<file path="config.mk">
export PLATFORM = sky130hd
export DESIGN_NAME = vector_unreverse_rx
export DESIGN_NICKNAME = d
export VERILOG_FILES = /design/src/rtl/vector_rev_pkg.sv /design/src/rtl/vector_unreverse_rx_shifter.sv /design/src/rtl/vector_unreverse_rx.sv
export SDC_FILE = /design/constraint.sdc
export NUM_CORES = 1
export LEC_CHECK = 0
export BUFFER_PORTS_ARGS = -buffer_cell sky130_fd_sc_hd__buf_2
export CORE_AREA = 2 2 53 55
export DETAILED_ROUTE_END_ITERATION = 12
export DIE_AREA = 0 0 55 57
export PLACE_DENSITY = 0.45
export SYNTH_ARGS = -nofsm -noshare
export SYNTH_HDL_FRONTEND = slang
export SYNTH_HIERARCHICAL = 1
export SYNTH_SLANG_ARGS = --single-unit
</file>
<file path="constraint.sdc">
create_clock -name clk -period 2.5 [get_ports clk]
set_input_delay 0.125 -clock clk [delete_from_list [all_inputs] [get_ports clk]]
set_output_delay 0.125 -clock clk [all_outputs]
set_load 0.02 [all_outputs]
</file>
<file path="src/rtl/vector_rev_pkg.sv">
// Shared types and helpers for the vector-reverse link (state encoding, counter width, parity).
// Latency: n/a (package). Backpressure: n/a.
// Parity helper matches the transmit side: even parity over the data bits.
package vector_rev_pkg;

    typedef logic [1:0] state_t;

    localparam state_t ST_IDLE  = 2'd0;
    localparam state_t ST_SHIFT = 2'd1;
    localparam state_t ST_HOLD  = 2'd2;

    localparam int PAR_MAX_W = 64;

    // cnt must reach MSB itself (parity slot), hence MSB+1 values.
    function automatic int cnt_width(input int msb);
        return $clog2(msb + 1);
    endfunction

    function automatic logic even_parity(input logic [PAR_MAX_W-1:0] data);
        return ^data;
    endfunction

endpackage

</file>
<file path="src/rtl/vector_unreverse_rx_shifter.sv">
// Indexed bit-write register: serial bit k lands in word[k]; cnt tracks the next index.
// Latency: one cycle from write enable to updated word/cnt.
// Backpressure: none; the controlling FSM gates wr_en.
module rx_shifter
    import vector_rev_pkg::*;
#(
    parameter int MSB = 5,
    parameter int CW  = cnt_width(MSB)
) (
    input  logic           clk,
    input  logic           rst,
    input  logic           clr,
    input  logic           wr_en,
    input  logic           first,
    input  logic           bit_in,
    output logic [MSB-1:0] word,
    output logic [CW-1:0]  cnt
);

    logic [MSB-1:0] word_q, word_d;
    logic [CW-1:0]  cnt_q, cnt_d;

    always_comb begin
        word_d = word_q;
        cnt_d  = cnt_q;
        if (clr) begin
            word_d = '0;
            cnt_d  = '0;
        end else if (wr_en && first) begin
            word_d    = '0;
            word_d[0] = bit_in;
            cnt_d     = CW'(1);
        end else if (wr_en) begin
            for (int i = 0; i < MSB; i++) begin
                if (cnt_q == CW'(i)) begin
                    word_d[i] = bit_in;
                end
            end
            cnt_d = cnt_q + CW'(1);
        end
    end

    always_ff @(posedge clk or negedge rst) begin
        if (!rst) begin
            word_q <= '0;
            cnt_q  <= '0;
        end else begin
            word_q <= word_d;
            cnt_q  <= cnt_d;
        end
    end

    assign word = word_q;
    assign cnt  = cnt_q;

endmodule

</file>
<file path="src/rtl/vector_unreverse_rx.sv">
// Rebuilds an MSB-bit word from an LSB-first serial stream; optional even parity via VECTOR_UNREVERSE_RX_PARITY_EN.
// Latency: out_valid visible the cycle after the last sampled bit (MSB bits, MSB+1 with parity).
// Backpressure: word held in HOLD until out_ready; bits arriving meanwhile are dropped and flagged by overrun.
module vector_unreverse_rx
    import vector_rev_pkg::*;
#(
    parameter int MSB = 5
) (
    input  logic           clk,
    input  logic           rst,
    input  logic           start,
    input  logic           sin,
    input  logic           sin_valid,
    output logic [MSB-1:0] out,
    output logic           out_valid,
    input  logic           out_ready,
    output logic           busy,
    output logic           overrun,
    output logic           frame_err
`ifdef VECTOR_UNREVERSE_RX_PARITY_EN
    ,
    output logic           parity_err
`endif
);

    localparam int CW = cnt_width(MSB);

`ifdef VECTOR_UNREVERSE_RX_PARITY_EN
    localparam logic [CW-1:0] PAR_IDX   = CW'(MSB);
    localparam state_t        START_NXT = ST_SHIFT;
`else
    localparam logic [CW-1:0] LAST_IDX  = CW'(MSB - 1);
    // A one-bit frame is complete as soon as its start bit is sampled.
    localparam state_t        START_NXT = (MSB == 1) ? ST_HOLD : ST_SHIFT;
`endif

    state_t         state_q, state_d;
    logic           out_valid_q, out_valid_d;
    logic           busy_q, busy_d;
    logic           overrun_q, overrun_d;
    logic           frame_err_q, frame_err_d;
    logic           wr_en, first, clr;
    logic [MSB-1:0] word;
    logic [CW-1:0]  cnt;
`ifdef VECTOR_UNREVERSE_RX_PARITY_EN
    logic           parity_err_q, parity_err_d;
`endif

    rx_shifter #(
        .MSB (MSB),
        .CW  (CW)
    ) u_shifter (
        .clk    (clk),
        .rst    (rst),
        .clr    (clr),
        .wr_en  (wr_en),
        .first  (first),
        .bit_in (sin),
        .word   (word),
        .cnt    (cnt)
    );

    always_comb begin
        state_d     = state_q;
        wr_en       = 1'b0;
        first       = 1'b0;
        clr         = 1'b0;
        overrun_d   = 1'b0;
        frame_err_d = 1'b0;
`ifdef VECTOR_UNREVERSE_RX_PARITY_EN
        parity_err_d = 1'b0;
`endif
        case (state_q)
            ST_IDLE: begin
                if (sin_valid && start) begin
                    wr_en   = 1'b1;
                    first   = 1'b1;
                    state_d = START_NXT;
                end
            end
            ST_SHIFT: begin
                if (sin_valid) begin
                    if (start) begin
                        frame_err_d = 1'b1;
                        wr_en       = 1'b1;
                        first       = 1'b1;
                        state_d     = START_NXT;
                    end
`ifdef VECTOR_UNREVERSE_RX_PARITY_EN
                    else if (cnt == PAR_IDX) begin
                        if (sin == even_parity(PAR_MAX_W'(word))) begin
                            state_d = ST_HOLD;
                        end else begin
                            parity_err_d = 1'b1;
                            clr          = 1'b1;
                            state_d      = ST_IDLE;
                        end
                    end else begin
                        wr_en = 1'b1;
                    end
`else
                    else begin
                        wr_en = 1'b1;
                        if (cnt == LAST_IDX) begin
                            state_d = ST_HOLD;
                        end
                    end
`endif
                end
            end
            ST_HOLD: begin
                if (out_ready) begin
                    // Accept and, if a start bit coincides, open the next frame without a bubble.
                    if (sin_valid && start) begin
                        wr_en   = 1'b1;
                        first   = 1'b1;
                        state_d = START_NXT;
                    end else begin
                        state_d = ST_IDLE;
                    end
                end else if (sin_valid) begin
                    overrun_d = 1'b1;
                end
            end
            default: begin
                state_d = ST_IDLE;
            end
        endcase
        out_valid_d = (state_d == ST_HOLD);
        busy_d      = (state_d == ST_SHIFT);
    end

    always_ff @(posedge clk or negedge rst) begin
        if (!rst) begin
            state_q     <= ST_IDLE;
            out_valid_q <= 1'b0;
            busy_q      <= 1'b0;
            overrun_q   <= 1'b0;
            frame_err_q <= 1'b0;
        end else begin
            state_q     <= state_d;
            out_valid_q <= out_valid_d;
            busy_q      <= busy_d;
            overrun_q   <= overrun_d;
            frame_err_q <= frame_err_d;
        end
    end

`ifdef VECTOR_UNREVERSE_RX_PARITY_EN
    always_ff @(posedge clk or negedge rst) begin
        if (!rst) begin
            parity_err_q <= 1'b0;
        end else begin
            parity_err_q <= parity_err_d;
        end
    end

    assign parity_err = parity_err_q;
`endif

    assign out       = word;
    assign out_valid = out_valid_q;
    assign busy      = busy_q;
    assign overrun   = overrun_q;
    assign frame_err = frame_err_q;

endmodule
</file>
==> results of run 1 <==
## registers in the layout, summed over array words and instances (netlist names)
register,count
u_shifter/cnt,3
u_shifter/word,5
busy,1
state_q,2
out_valid,1
overrun,1
frame_err,1
## tightest hold or removal path: cells and delay by family
| kind | cells | cell delay [ns] |
|---|---|---|
| AND/OR/NAND/NOR | 2 | 0.12 |
| buffers and inverters | 1 | 0.13 |
## cells by family (layout without fill, tap and decap cells)
family	Yosys count	count (layout)	synth area share (%)
simple gates	20	20	16.7
compound gates	17	17	16.4
flops	14	14	47.8
buf+inv	6	25	4.10
fa+ha+maj	5	5	8.53
mux	4	4	5.97
other cells	1	6	0.511
## path summary, 6_finish.rpt
check | end | depth (start not counted) | slack [ns] | startpoint
max reg2reg | u_shifter/word[2] | 6 | 0.79 | state_q[0]
min | frame_err | 3 | 0.13 | sin_valid
min reg2reg | u_shifter/word[4] | 1 | 0.49 | u_shifter/word[4]
min in group asynchronous | state_q[1] | 2 | 0.27 | rst
max in group asynchronous | u_shifter/word[0] | 2 | 1.99 | rst
max | u_shifter/word[2] | 6 | 0.79 | state_q[0]
## layout make-up
cell class                      instances  area (sq um)
Fill cell                             285          1710
Timing Repair Buffer                   16          87.6
Sequential cell                        14           350
Tap cell                               31          38.8
Multi-Input combinational cell         52           372
Clock buffer                            4          36.3
Inverter                                5          18.8
## where the power goes
part | switching, mW | leakage, nW | total (mW) | internal (mW)
combinational | 0.0693 | 0.243 | 0.118 | 0.0486
sequential | 0.0222 | 0.180 | 0.271 | 0.249
clock | 0.0748 | 0.0210 | 0.163 | 0.0885
## cells in the final DEF (no fill, tap or decap), drive strengths merged, types with 2 or more instances in the layout
| cell | netlist | layout |
|---|---|---|
| dfrtp | 14 | 14 |
| o21bai | 2 | 2 |
| o22ai | 2 | 2 |
| conb | 1 | 6 |
| o21ai | 2 | 2 |
| nand2 | 4 | 4 |
| nor2 | 6 | 6 |
| clkbuf | 0 | 4 |
| inv | 5 | 5 |
| buf | 1 | 15 |
| mux2 | 3 | 3 |
| ha | 5 | 5 |
| a21oi | 6 | 6 |
| nand2b | 4 | 4 |
## metal layers
layer / GRT usage [%] / vias to the layer above / share of wire, %
li1: - / 275 / -
met1: 13.1 / 262 / 45
met2: 14.1 / 7 / 50
met3: 3.66 / 2 / 3.8
met4: 5.57 / 0 / 0.52
met5: 0 / - / 0
## repair_timing
action	CTS	global route
hold endpoints to repair	14	0
setup endpoints to repair	0	0
resized for setup	0	0
hold buffers	1	0
## per-stage QoR
step | utilization (%) | hold slack [ns]
after global placement | 32.8 | 0.0508
after CTS | 34.5 | 0.118
after global routing | 34.5 | 0.123
final | 34.5 | 0.134
after detailed placement | 32.8 | 0.0488
after floorplan | - | -0.171
==> results.json, run 1 <==
{
  "grt_pass1_vias": 537,
  "cts_buffers": 3,
  "drc_errors": 0,
  "row_count": 19,
  "chipWidth_um": 55,
  "fin_crit_ns": 1.71,
  "peakVddDrop_v": 0.000220,
  "clk_latency_ns": 0.27,
  "critPathMaxStageDelay_ns": 0.47,
  "async_flop_share_pct": 100,
  "finalSetupTns_ns": 0,
  "synth_top_cell_area_share_pct": 47.8,
  "syn_inst": 67,
  "grt_overflow": 0,
  "worstSetupPathType": "reg2reg",
  "fp.coreArea_sq_um": 2620,
  "path_cells": "o21ai_0 > nor2_1 > buf_4 > a21o_4 > a21oi_1 > mux2_1",
  "instances_no_fill": 122,
  "dieHeight_um": 57,
  "drive_above_1_share_pct": 25.3,
  "antenna_found_initial": 0,
  "cts_setup_buffers": 0,
  "slowest_stage": "dfrtp_1",
  "cts_max_path_buffers": 2,
  "yosys_warnings": 6,
  "finalHoldViolCount": 0,
  "globalplace.congestion": 0.782,
  "fin_nets": 103,
  "stdcell_area_sq_um": 903,
  "rsz0062_at_grt": "no",
  "pwr_density_cell_nw_per_um2": 611,
  "drt-total-wl_um": 1340,
  "synthTopCellsByArea": "dfrtp_1, ha_1, mux2_1",
  "synth_commonest_cells": "dfrtp_1, a21oi_1, nor2_1",
  "synth_top_area_cell": "dfrtp_1",
  "synth-edff-count": 0,
  "dr.pass1.iters": 5,
  "cts_tree": "yes",
  "avgViaCountPerCell": 4.48,
  "crit_family": "compound AO/OA/AOI/OAI gates",
  "start_util_pct": 28.0,
  "run_status": "complete, no violations",
  "finClkSkew_ns": 0.00113,
  "syn_area_sq_um": 733,
  "dieArea_sq_um": 3140,
  "syn2layout_area_growth_pct": 23.2,
  "diodes": 0,
  "htreeDepth": 1,
  "endpoint_kind": "flop",
  "power_mw": 0.552,
  "slew_violations": 0,
  "power.leakage_nw": 0.444,
  "dp_cells": 117,
  "clkSinkCount": 14,
  "max_freq_mhz": 586,
  "grt_max_degree": 15,
  "max_cap_viol_count": 0,
  "critPathArrivalTime_ns": 1.87,
  "period_share_pct": 68.3,
  "wl_per_cell_um": 11.0,
  "cts-root-buf": "clkbuf_4",
  "cp.required_ns": 2.66,
  "setup_viol": 0,
  "path_clk_slew_ns": 0.09,
  "place_ws_ns": 0.803,
  "syn_avg_cell_area_sq_um": 10.9,
  "crit_path_start_kind": "flop",
  "dp_hpwl_um": 1050,
  "hold_class": "in2reg",
  "dr_total_vias": 546,
  "ys_seq_area_share_pct": 47.8,
  "grtUsageTotal_pct": 10.0,
  "pin_count": 15,
  "synth_ff_type": "dfrtp_1",
  "synth_cell_types": 26,
  "ys_ff_latch": 14,
  "setup_slack_ns": 0.794,
  "path_max_fanout": 10,
  "crit_buf_inv": 1,
  "synth_most_common_cell": "dfrtp_1",
  "postRouteAntennaNets": 0,
  "drtIter0Drc": 4,
  "grt_pass1_wl_um": 2280,
  "placed_area_sq_um": 857,
  "portBuffers": 14
}
Power figures use the tool's default switching activity.
==> run 2, diff against run 1 <==
Clock period 2.5 ns to 1.8 ns, I/O delays scaled along.
==> run 2 against run 1 <==
Compared with the run above: wire length fell by 3.7%; critical endpoint unchanged; non-clock buffer count increased by 2; combinational power increased by 60%; clock skew up 0.0057 ns; fmax grew 4.1%; clock-buffer cell count did not move.
==> results.json, run 2 (synthesized netlist as in run 1, its figures left out) <==
{
  "run_status": "complete, no violations",
  "rsz0062_at_grt": "no",
  "fin_nets": 105,
  "crit_family": "compound AO/OA/AOI/OAI gates",
  "dieArea_sq_um": 3140,
  "path_cells": "o21ai_0 > nor2_4 > a21o_4 > a21oi_1 > mux2_1",
  "largest_reg_flops": 5,
  "start_util_pct": 28.0,
  "final_cell_mix": "dfrtp_1, buf_2, a21oi_1, conb_1",
  "drc_errors": 0,
  "min_delay_path_depth": 3,
  "fp.coreArea_sq_um": 2620,
  "drive_above_1_share_pct": 28.0,
  "cts_max_path_buffers": 2,
  "setup_viol": 0,
  "postRouteAntennaNets": 0,
  "place_ws_ns": 0.137,
  "grt_pass1_vias": 500,
  "clkSinkCount": 14,
  "row_count": 19,
  "portBuffers": 14,
  "globalplace.congestion": 0.858,
  "drtIter0Drc": 8,
  "grt_pass1_wl_um": 2260,
  "antenna_found_initial": 0,
  "grtUsageTotal_pct": 10.1,
  "clk_latency_ns": 0.27,
  "syn2layout_area_growth_pct": 26.3,
  "path_clk_slew_ns": 0.09,
  "finalSetupTns_ns": 0,
  "diodes": 0,
  "finClkSkew_ns": 0.00687,
  "dieHeight_um": 57,
  "cts_tree": "yes",
  "dr.pass1.iters": 4,
  "peakVddDrop_v": 0.000381,
  "pwr_density_cell_nw_per_um2": 842,
  "dp_hpwl_um": 1020,
  "setup_slack_ns": 0.161,
  "reg2regPathDepth": 5,
  "whs_ns": 0.103,
  "crit_buf_inv": 0,
  "dr_total_vias": 559,
  "cts-root-buf": "clkbuf_4",
  "period_share_pct": 91.1,
  "hold_class": "in2reg",
  "drt-total-wl_um": 1290,
  "cp.required_ns": 1.97,
  "crit_path_start_kind": "flop",
  "critPathMaxStageDelay_ns": 0.40,
  "slew_violations": 0,
  "wl_per_cell_um": 10.4,
  "worstSetupPathType": "reg2reg",
  "max_cap_viol_count": 0,
  "chipWidth_um": 55,
  "power_mw": 0.780,
  "fin_crit_ns": 1.64,
  "htreeDepth": 1,
  "grt_overflow": 0,
  "critPathArrivalTime_ns": 1.81,
  "finalHoldViolCount": 0,
  "path_max_fanout": 5,
  "power.leakage_nw": 0.455,
  "cts_buffers": 3,
  "pin_count": 15,
  "max_freq_mhz": 610,
  "slowest_stage": "dfrtp_1",
  "cp.depth": 5,
  "avgViaCountPerCell": 4.51,
  "endpoint_kind": "flop",
  "grt_max_degree": 15,
  "post-route-util_pct": 35.4
}
run 2: cell types whose count changed in the layout (fill, tap and decap cells not counted):
cell	change
nor2_1	-1
buf_4	+2
nor2_4	+1
run 2: path summary, 6_finish.rpt:
path	startpoint	end	slack [ns]
worst max-delay path	state_q[0]	u_shifter/word[2]	0.16
worst min-delay path	sin_valid	frame_err	0.10
worst max register to register	state_q[0]	u_shifter/word[2]	0.16
worst min register to register	u_shifter/word[4]	u_shifter/word[4]	0.49
max in group asynchronous	rst	frame_err	1.32
min in group asynchronous	rst	u_shifter/word[3]	0.23
run 2: through the flow:
| step | std cells | area [sq um] |
|---|---|---|
| finish | 124 | 926 |
| global route | 124 | 926 |
| CTS | 124 | 918 |
| detailed placement | 119 | 872 |
| global placement | 119 | 872 |
| floorplan | 72 | 752 |
run 2: per-layer routing:
layer  routed length [um]  GRT usage, %
met2                  679          16.0
met5                    0             0
met4                   16          4.18
met3                   48          2.36
met1                  549          13.0
run 2: what timing repair did:
action                                 CTS  global route
endpoints found under the hold margin   14             0
buffers inserted                         0             0
setup endpoints to repair                0             5
hold buffers                             1             0
resized for setup                        0             2
run 2: where the power goes:
part	leakage, nW	internal [mW]	switching, mW	total [mW]
clock network	0.0210	0.123	0.103	0.226
registers	0.180	0.345	0.0198	0.365
logic	0.254	0.0794	0.109	0.189
run 2: layout make-up:
class,count,area (sq um)
fill,279,1690
multi-input combinational,52,379
inverter,5,18.8
sequential,14,350
tap,31,38.8
clock buffer,4,36.3
timing repair buffer,18,103
run 2: worst register-to-register path, cell delays in order (launching register included):
cell	delay, ns
dfrtp_1	0.40
o21ai_0	0.33
nor2_4	0.08
a21o_4	0.24
a21oi_1	0.15
mux2_1	0.33
==> run 3, diff against run 2 <==
Clock period 1.8 ns to 2 ns, I/O delays scaled along.
==> run 3 against run 2 <==
Compared with the run above: first-iteration DRC count is 88% lower; critical endpoint is now u_shifter/word[1]; fmax is 4.0% lower; cell area decreased by 2.4%; power is 12% lower; largest cell class unchanged; register-to-register slack improved by 0.13 ns; clock power is 12% lower; largest power group unchanged; combinational power fell by 23%; setup slack better by 0.13 ns; sequential power decreased by 7.1%; critical path type unchanged; core utilization decreased by 0.86 points; wire length rose by 0.39%.
==> results.json, run 3 (synthesized netlist as in run 1, its figures left out) <==
{
  "globalplace.congestion": 0.782,
  "antenna_found_initial": 0,
  "min_delay_path_depth": 3,
  "p_sw_mw": 0.203,
  "cts_buffers": 3,
  "dp_cells": 117,
  "dr_wl_met2_um": 647,
  "fin_nets": 103,
  "cp.required_ns": 2.16,
  "avgViaCountPerCell": 4.44,
  "cell_internal_pwr_mw": 0.482,
  "wl_per_cell_um": 10.6,
  "dieArea_sq_um": 3140,
  "fin_crit_ns": 1.71,
  "r2r_setup_slack_ns": 0.29,
  "portBuffers": 14,
  "cts_max_path_buffers": 2,
  "max_cap_viol_count": 0,
  "critPathArrivalTime_ns": 1.87,
  "pwr-share-clk_pct": 29.2,
  "setup_viol": 0,
  "instances_no_fill": 122,
  "pwr_density_cell_nw_per_um2": 758,
  "largest_reg_flops": 5,
  "crit_path_start_kind": "flop",
  "pin_count": 15,
  "period_share_pct": 85.4,
  "cts-root-buf": "clkbuf_4",
  "r2r_end": "u_shifter/word[1]",
  "endpoint_kind": "flop",
  "clkSinkCount": 14,
  "grt_max_degree": 15,
  "rr_startpoint": "state_q[1]",
  "min_from": "sin_valid",
  "drt-total-wl_um": 1300,
  "row_count": 19,
  "path_max_fanout": 5,
  "power.leakage_nw": 0.444,
  "worstSetupPathType": "reg2reg",
  "hold_end": "frame_err",
  "drc_errors": 0,
  "pwr-share-seq_pct": 49.5,
  "start_util_pct": 28.0,
  "cts_setup_buffers": 0,
  "run_status": "complete, no violations",
  "rsz0062_at_grt": "no",
  "grtUsageTotal_pct": 10.3,
  "drtIter0Drc": 1,
  "grt_overflow": 0,
  "finalSetupTns_ns": 0,
  "cts_tree": "yes",
  "fp.coreArea_sq_um": 2620,
  "dp_hpwl_um": 1020,
  "hold_class": "in2reg",
  "max_freq_mhz": 585,
  "dieHeight_um": 57,
  "finalHoldViolCount": 0,
  "drive_above_1_share_pct": 25.3,
  "wl_met1_um": 572,
  "finClkSkew_ns": 0.00235,
  "postRouteAntennaNets": 0,
  "slew_violations": 0,
  "sw_frac_of_total_pct": 29.6,
  "post-route-util_pct": 34.5,
  "dr.pass1.iters": 3,
  "wl_met3_um": 41,
  "path_clk_slew_ns": 0.08,
  "dr_total_vias": 542,
  "clk_latency_ns": 0.27,
  "grt_pass1_wl_um": 2300,
  "p_comb_share_pct": 21.3,
  "grt_pass1_vias": 528,
  "syn2layout_area_growth_pct": 23.2,
  "htreeDepth": 1,
  "top_layer": "met4",
  "reg2regPathDepth": 6,
  "diodes": 0,
  "final_cell_mix": "dfrtp_1, buf_2, nor2_1, a21oi_1, conb_1",
  "chipWidth_um": 55,
  "peakVddDrop_v": 0.000371
}
[run 3: changes by cell type in the layout (fill, tap and decap cells not counted), sizes merged]
cell	before	now
buf	17	15
[run 3: worst max-delay path by stage]
stage | from | end | slack [ns] | depth (start not counted)
after floorplan | state_q[0] | u_shifter/word[4] | 0.43 | 6
after global placement | state_q[0] | u_shifter/word[1] | 0.39 | 5
after detailed placement | state_q[1] | u_shifter/word[1] | 0.31 | 6
after CTS | state_q[1] | u_shifter/word[1] | 0.27 | 6
after global routing | state_q[1] | u_shifter/word[1] | 0.12 | 6
final | state_q[1] | u_shifter/word[1] | 0.29 | 6
[run 3: per-stage QoR]
| step | area [sq um] | setup slack [ns] | total power, mW | hold slack [ns] |
|---|---|---|---|---|
| 2_1_floorplan | 752 | 0.425 | 0.444 | -0.196 |
| 3_3_place_gp | 857 | 0.392 | 0.489 | 0.0281 |
| 3_5_place_dp | 857 | 0.306 | 0.492 | 0.0243 |
| 4_1_cts | 903 | 0.273 | 0.699 | 0.0948 |
| 5_1_grt | 903 | 0.123 | 0.740 | 0.0929 |
| 6_report | 903 | 0.292 | 0.685 | 0.106 |
[run 3: final cells by class]
| class | count | area [sq um] |
|---|---|---|
| fill | 280 | 1710 |
| clock buffer | 4 | 36.3 |
| multi-input combinational | 52 | 372 |
| inverter | 5 | 18.8 |
| tap | 31 | 38.8 |
| timing repair buffer | 16 | 87.6 |
| sequential | 14 | 350 |
[run 3: critical path, cell delays in order (launching register included)]
cell	delay [ns]
dfrtp_1	0.39
nand2b_1	0.16
nand2_1	0.09
nor2_1	0.33
and2b_1	0.22
a21oi_1	0.09
mux2_1	0.31
[run 3: metal layers]
metal | GRT usage, % | vias up
met5 | 0 | -
met4 | 6.27 | 0
met3 | 2.36 | 4
met2 | 16.0 | 7
met1 | 12.5 | 259
li1 | - | 272
[run 3: repair_timing]
item / CTS / global route
hold endpoints to repair: 14 / 0
endpoints found under the setup margin: 0 / 0
resized for setup: 0 / 0
hold buffers: 1 / 0
[run 3: power groups by stage]
stage	sequential (mW)	combinational [mW]	clock (mW)
3_3_place_gp	0.343	0.146	0
4_1_cts	0.339	0.149	0.210
2_1_floorplan	0.364	0.0795	0
5_1_grt	0.344	0.164	0.231
3_5_place_dp	0.345	0.147	0
6_report	0.339	0.146	0.200
